File: config.mk
export PLATFORM = sky130hd
export DESIGN_NAME = fp_mul_round
export DESIGN_NICKNAME = d
export VERILOG_FILES = /design/src/rtl/fp_mul_round.sv
export SDC_FILE = /design/constraint.sdc
export NUM_CORES = 1
export LEC_CHECK = 0
export CORE_ASPECT_RATIO = 1.2
export CORE_UTILIZATION = 48
export CTS_BUF_LIST = sky130_fd_sc_hd__clkbuf_4
export DETAILED_ROUTE_END_ITERATION = 7
export PLACE_DENSITY = 0.8
export SYNTH_ARGS = -nofsm -noshare
export SYNTH_HDL_FRONTEND = slang
export SYNTH_SLANG_ARGS = --single-unit
File: constraint.sdc
create_clock -name clk -period 5.1 [get_ports clk]
set_input_delay 0.765 -clock clk [delete_from_list [all_inputs] [get_ports clk]]
set_output_delay 0.765 -clock clk [all_outputs]
set_load 0.03 [all_outputs]
File: src/rtl/fp_mul_round.sv
// Double-precision multiply back end: exponent add + normalize (S1), round-to-nearest-even + pack (S2).
// Latency 2 cycles, 1 op/cycle; a stalled output holds steady and back-pressures through in_ready.
module fp_mul_round #(
  parameter int TAG_W = 5
) (
  input  logic             clk,
  input  logic             rst,
  input  logic             in_valid,
  output logic             in_ready,
  input  logic [127:0]     in_prod,
  input  logic             in_sign,
  input  logic [10:0]      in_exp_a,
  input  logic [10:0]      in_exp_b,
  input  logic             in_nan,
  input  logic             in_inf,
  input  logic             in_zero,
  input  logic [TAG_W-1:0] in_tag,
  output logic             out_valid,
  input  logic             out_ready,
  output logic [63:0]      out_result,
  output logic [TAG_W-1:0] out_tag,
  output logic [2:0]       out_flags
);

  typedef struct packed {
    logic             sign;
    logic [12:0]      exp;
    logic [52:0]      mant;
    logic             guard;
    logic             sticky;
    logic             nan;
    logic             inf;
    logic             zero;
    logic [TAG_W-1:0] tag;
  } s1_t;

  logic             s1_valid_q;
  s1_t              s1_q;
  s1_t              s1_d;
  logic             out_valid_q;
  logic [63:0]      out_result_q;
  logic [TAG_W-1:0] out_tag_q;
  logic [2:0]       out_flags_q;

  logic             s1_load;
  logic             s2_load;

  logic signed [12:0] exp_sum;
  logic               round_up;
  logic [53:0]        mant_inc;
  logic [52:0]        mant_rnd;
  logic signed [12:0] exp_rnd;
  logic [63:0]        result_d;
  logic [2:0]         flags_d;

  assign s2_load  = ~out_valid_q | out_ready;
  assign s1_load  = ~s1_valid_q | s2_load;
  assign in_ready = s1_load & ~rst;

  assign out_valid  = out_valid_q;
  assign out_result = out_result_q;
  assign out_tag    = out_tag_q;
  assign out_flags  = out_flags_q;

  // Stage 1: biased exponent sum kept at 13 bits signed so overflow/underflow stay visible.
  always_comb begin
    exp_sum     = $signed({2'b00, in_exp_a}) + $signed({2'b00, in_exp_b}) - 13'sd1023;
    s1_d        = '0;
    s1_d.sign   = in_sign;
    s1_d.nan    = in_nan;
    s1_d.inf    = in_inf;
    s1_d.zero   = in_zero;
    s1_d.tag    = in_tag;
    if (in_prod[105]) begin
      s1_d.exp    = exp_sum + 13'sd1;
      s1_d.mant   = in_prod[105:53];
      s1_d.guard  = in_prod[52];
      s1_d.sticky = |in_prod[51:0];
    end else begin
      s1_d.exp    = exp_sum;
      s1_d.mant   = in_prod[104:52];
      s1_d.guard  = in_prod[51];
      s1_d.sticky = |in_prod[50:0];
    end
  end

  // Stage 2: a carry out of the all-ones mantissa renormalizes to 1.0 with exponent + 1.
  always_comb begin
    round_up = s1_q.guard & (s1_q.sticky | s1_q.mant[0]);
    mant_inc = {1'b0, s1_q.mant} + {53'd0, round_up};
    if (mant_inc[53]) begin
      mant_rnd = mant_inc[53:1];
      exp_rnd  = $signed(s1_q.exp) + 13'sd1;
    end else begin
      mant_rnd = mant_inc[52:0];
      exp_rnd  = $signed(s1_q.exp);
    end

    result_d = {s1_q.sign, exp_rnd[10:0], mant_rnd[51:0]};
    flags_d  = {2'b00, s1_q.guard | s1_q.sticky};
    if (s1_q.nan) begin
      result_d = 64'h7FF8_0000_0000_0000;
      flags_d  = 3'b000;
    end else if (s1_q.inf) begin
      result_d = {s1_q.sign, 11'h7FF, 52'd0};
      flags_d  = 3'b000;
    end else if (s1_q.zero) begin
      result_d = {s1_q.sign, 63'd0};
      flags_d  = 3'b000;
    end else if (exp_rnd >= 13'sd2047) begin
      result_d = {s1_q.sign, 11'h7FF, 52'd0};
      flags_d  = 3'b101;
    end else if (exp_rnd <= 13'sd0) begin
      result_d = {s1_q.sign, 63'd0};
      flags_d  = 3'b011;
    end
  end

  always_ff @(posedge clk) begin
    if (rst) begin
      s1_valid_q   <= 1'b0;
      s1_q         <= '0;
      out_valid_q  <= 1'b0;
      out_result_q <= '0;
      out_tag_q    <= '0;
      out_flags_q  <= '0;
    end else begin
      if (s1_load) begin
        s1_valid_q <= in_valid;
        if (in_valid) s1_q <= s1_d;
      end
      if (s2_load) begin
        out_valid_q <= s1_valid_q;
        if (s1_valid_q) begin
          out_result_q <= result_d;
          out_tag_q    <= s1_q.tag;
          out_flags_q  <= flags_d;
        end
      end
    end
  end

  // Product bits above 105 are always zero; the hidden bit after rounding is implied.
  logic unused_bits;
  assign unused_bits = ^{in_prod[127:106], mant_rnd[52]};

endmodule

Word level (Yosys, flattened, before mapping). Index checks and enable logic that the tools add are counted.

$add $sub $neg: 5. Order comparisons: 2. Multiplexer cells: 13. Bitwise logic cells: 9. Reductions and logical operators: 4.

Operator list (number): $mux W63 (4); $mux W68 (1); $mux W64 (1); $add A53 B1 Y54 (1); $mux W52 (1); $reduce_or A52 Y1 (1); $reduce_or A51 Y1 (1); $add A13 B2 Y13 const B (2); $ge A13 B12 Y1 const B (1); $le A13 B1 Y1 const B (1); $mux W13 (1); $sub A12 B10 Y13 const B (1); $add A11 B11 Y12 (1); $mux W3 (4); $or A1 B1 Y1 (4); $reduce_and A2 Y1 (2); $not A1 Y1 (3); $and A1 B1 Y1 (2); $mux W2 (1).

Register bits after elaboration: 151. Bits of input ports: 163. Logic and storage cells: 47.

Logic depth before layout (Yosys ltp).
Word-level depth: 10. Gate-level depth with buffers: 14. Gate-level depth less buffers: 14.

Worst setup path before layout. Ideal clock, no wire load.

Path kind: input to register. From: in in_exp_a[1]. To: reg s1_q[75] (netlist bit). Arrival: 3.604 ns. Data required time: 5.009 ns. Setup slack: 1.405 ns. Stages: 12. Buffers on the path: 0. Cells stage by stage: ha_1 -> ha_1 -> inv_1 -> fa_1 -> nor2b_1 -> o2111ai_1 -> a31o_2 -> xnor2_1 -> nand2_1 -> or4b_2 -> a221o_1 -> a311oi_1.

Cells in the longest elaborated chain, start to end: 4.

RTL lines: start: declaration (line 12) `input logic [10:0] in_exp_a,`; $add A11 B11 Y12 (*) (line 67) `exp_sum = $signed({2'b00, in_exp_a}) + $signed({2'b00, in_exp_b}) - 13'sd1023;`; $sub A12 B10 Y13 (*) (line 67); $add A13 B2 Y13 (line 75) `s1_d.exp = exp_sum + 13'sd1;`; $mux W68 (*) (line 74) `if (in_prod[105]) begin`; end signal: assignment (line 122) `s1_q <= '0;`; end signal: assignment (line 130) `if (in_valid) s1_q <= s1_d;`; end: declaration (line 38) `s1_t s1_q;`.

Every way passes the cells marked *; elsewhere a longest branch is shown, timed or not. A chain may end at the register's enable or synchronous reset.

Final worst setup path.
From: reg s1_q[8] (netlist bit). To: reg out_result_q[59], in the netlist out_result[59].

Cells in the longest elaborated chain, start to end: 10. Elaborated cells between the ends (all ways): 11. Classes of those cells: 1 x add/sub; 2 x order compare; 6 x mux; 2 x bitwise.

RTL lines: $or A1 B1 Y1 (*) (line 89) `round_up = s1_q.guard & (s1_q.sticky | s1_q.mant[0]);`; $and A1 B1 Y1 (*) (line 89); $add A53 B1 Y54 (*) (line 90) `mant_inc = {1'b0, s1_q.mant} + {53'd0, round_up};`; $mux W13 (*) (line 91) `if (mant_inc[53]) begin`; $le A13 B1 Y1 (line 113) `end else if (exp_rnd <= 13'sd0) begin`; $mux W63 (line 113); $mux W63 (*) (line 110) `end else if (exp_rnd >= 13'sd2047) begin`; $mux W63 (*) (line 107) `end else if (s1_q.zero) begin`; $mux W63 (*) (line 104) `end else if (s1_q.inf) begin`; $mux W64 (*) (line 101) `if (s1_q.nan) begin`; end signal: assignment (line 135) `out_result_q <= result_d;`; end: declaration (line 41) `logic [63:0] out_result_q;`.

Marked as above.

==> qor.yml <==
synthesis:
  synthFlopType: "dfxtp_1"
  syn_avg_cell_area_um2: 8.34
  synth.distinct_cells: 61
  synthTopCellsByArea: "dfxtp_1 35%, mux2i_1 6.6%, nor2_1 6.6%, a211oi_1 5.5%, xnor2_1 4.2%"
  synth-warning-count: 0
  syn_area_um2: 8640
  synth_area_leader_cell: "dfxtp_1"
  synthArstFlopShare_pct: 0
  synthesis.nets: 1224
  synth.top_cell.area_share_pct: 35.0
  synth_edf_count: 0
  ys_seq_area_share_pct: 35.0
  syn_inst: 1035
  ys_ff_latch: 151
  netlist_top_cells_count: "151 x dfxtp_1, 151 x nor2_1, 86 x nand2_1"
power:
  combPwrFrac_pct: 22.4
  p_sw_share_pct: 32.0
  p_switching_uw: 896
  internal_power_mw: 1.91
  ir_drop_uv: 124
  p_per_area_nw_per_um2: 251
  power_frac_clock_pct: 29.6
  power_frac_seq_pct: 48.0
  p_total_mw: 2.80
  p_leak_nw: 4.11
critical_path:
  endpoint_kind: "register"
  cp_cell_sequence: "o21a_1 > ha_1 > nand3_2 > nor3_1 > and4_1 > nand3b_1 > a211oi_2 > nand4_1 > o211ai_1 > o221a_2"
  max_stage_delay_ns: 0.61
  critPathBufInv: 0
  critPathTopFamily: "simple AND/OR/NAND/NOR gates"
  critical-path-slowest-cell: "and4_1"
  crit_fanout: 13
  crit_type: "reg -> reg"
  crit_arrival_ns: 4.37
  start_kind: "register"
  crit_required_ns: 5.61
timing:
  tightest_slew_ns: 1.17
  finalSetupViolCount: 0
  fin_crit_ns: 3.87
  rsz0062_at_grt: "false"
  slew_headroom_pct: 21.7
  hold_violations: 0
  drv_slew: 0
  final.period_utilization_pct: 75.8
  max_freq_mhz: 259
  fin_worst_skew_ns: 0.0241
  fin_ws_ns: 1.23
  setup-tns-final_ns: 0
  whs_ns: 0.445
global_routing:
  grt_start_max_net_pins: 85
  grt_pass1_vias: 7628
  grt_first_pass_wirelength_um: 39400
  grt_overflow_total: 0
  grt.total_usage_pct: 26.5
  grt_antenna_before_repair: 1
clock_network:
  cts_resized: 0
  numCtsBuffers: 17
  numClockSinks: 151
  clk_pin_slew_ns: 0.13
  root_buffer: "clkbuf_4"
  ctsHoldBuffers: 0
  cts_buffer_depth: 2
  cts_max_level: 4
  postCtsSetupBuffers: 0
  cts_tree: "built"
  clk-insertion-delay-late_ns: 0.57
flow_run:
  drv_cap: 0
final_layout:
  area_delta_synth_final_pct: 29.2
  drive_above_1_share_pct: 5.91
  finalNetCount: 1396
  fillers: 1563
  multi_input_area_um2: 5280
  regArea_um2: 3020
routing:
  first_iter_violations: 731
  via_per_inst: 5.77
  postRouteAntennaNets: 0
  drt-total-wl_um: 24600
  firstDrtPassIters: 6
  vias: 8309
  detail_route.wl_per_cell_um: 17.1
  drc_errors: 0
placed_design:
  pre_cts_slack_ns: 0.666
  place.detailed.hpwl_um: 19000
  port_buffers: 214
  gp_congestion: 0.928
outcome:
  status: "complete, no violations"
floorplanning:
  die_x_um: 124
  dieArea_um2: 18500
  rows: 53
  boundaryPins: 237
  core_area_um2: 17600
  die_h_um: 149
  initial_core_util_pct: 49.1
worst_hold_path:
  hp-class: "reg -> reg"
==> power by group through the flow <==
stage	clock, mW	sequential, mW	combinational [mW]
3_5_place_dp	0	1.37	0.626
5_1_grt	0.891	1.35	0.689
6_report	0.831	1.34	0.628
3_3_place_gp	0	1.36	0.615
2_1_floorplan	0	1.36	0.387
4_1_cts	0.838	1.34	0.628
==> state kept, by name (all words and copies together), names as in the netlist <==
signal and cells:
out_flags 3, out_result 64, out_tag 5, out_valid 1, s1_q 77, s1_valid_q 1
==> cells in the final DEF (no fill, tap or decap), types with 11 or more instances in the layout <==
master,n
a21oi_1,33
dfxtp_1,151
inv_1,15
nor2_1,150
nor4_1,19
mux2i_1,57
a22o_1,40
and4_1,15
nand4_1,31
ha_1,25
clkdlybuf4s50_1,212
xnor2_1,41
buf_4,11
a211oi_1,63
nor3_1,29
clkbuf_4,17
xor2_1,34
nand2_1,86
o21ai_0,14
nand3_1,37
o221a_2,11
==> through the flow <==
stage	cell area (um2)	util [%]	std cells
3_5_place_dp	10800	61.7	1408
2_1_floorplan	8640	-	1035
6_report	11200	63.5	1440
3_3_place_gp	10800	61.7	1408
4_1_cts	11200	63.5	1439
5_1_grt	11200	63.5	1440
==> logic make-up (layout without fill, tap and decap cells) <==
family | count (synthesis) | in the layout | share of synthesized area (%)
buffers and inverters | 87 | 271 | 4.10
adder cells (fa/ha/maj) | 26 | 26 | 3.85
XOR/XNOR | 75 | 75 | 7.61
flip-flops | 151 | 151 | 35.0
other | 0 | 1 | 0
multiplexers | 57 | 57 | 6.61
AND/OR/NAND/NOR | 428 | 428 | 24.2
AO/OA/AOI/OAI | 211 | 211 | 18.7
==> area by class of cell <==
cell class	instances	area share [%]
clock inverter	14	1.66
tap	220	2.47
clock buffer	17	1.14
multi-input combinational	797	47.3
inverter	15	0.505
antenna	1	0.0224
sequential	151	27.1
timing repair buffer	225	19.8
==> per-layer routing <==
| metal | wire [um] | GRT usage, % | vias up |
|---|---|---|---|
| li1 | - | - | 4146 |
| met1 | 11100 | 36.8 | 3791 |
| met2 | 11300 | 42.2 | 338 |
| met3 | 1680 | 3.73 | 34 |
| met4 | 486 | 9.22 | 0 |
| met5 | 0 | 0 | - |
==> worst register-to-register path, stage by stage (launching register included) <==
cell,delay (ns)
dfxtp_1,0.47
o21a_1,0.17
ha_1,0.18
nand3_2,0.14
nor3_1,0.54
and4_1,0.62
nand3b_1,0.16
a211oi_2,0.39
nand4_1,0.31
o211ai_1,0.51
o221a_2,0.34
==> path summary, 6_finish.rpt <==
kind / startpoint / end / slack (ns) / cells after the start
worst max-delay path: s1_q[8] / out_result[59] / 1.23 / 10
worst min-delay path: out_result[42] / out_result[42] / 0.44 / 2
worst max register to register: s1_q[8] / out_result[59] / 1.23 / 10
worst min register to register: out_result[42] / out_result[42] / 0.44 / 2
Power figures use the tool's default switching activity.
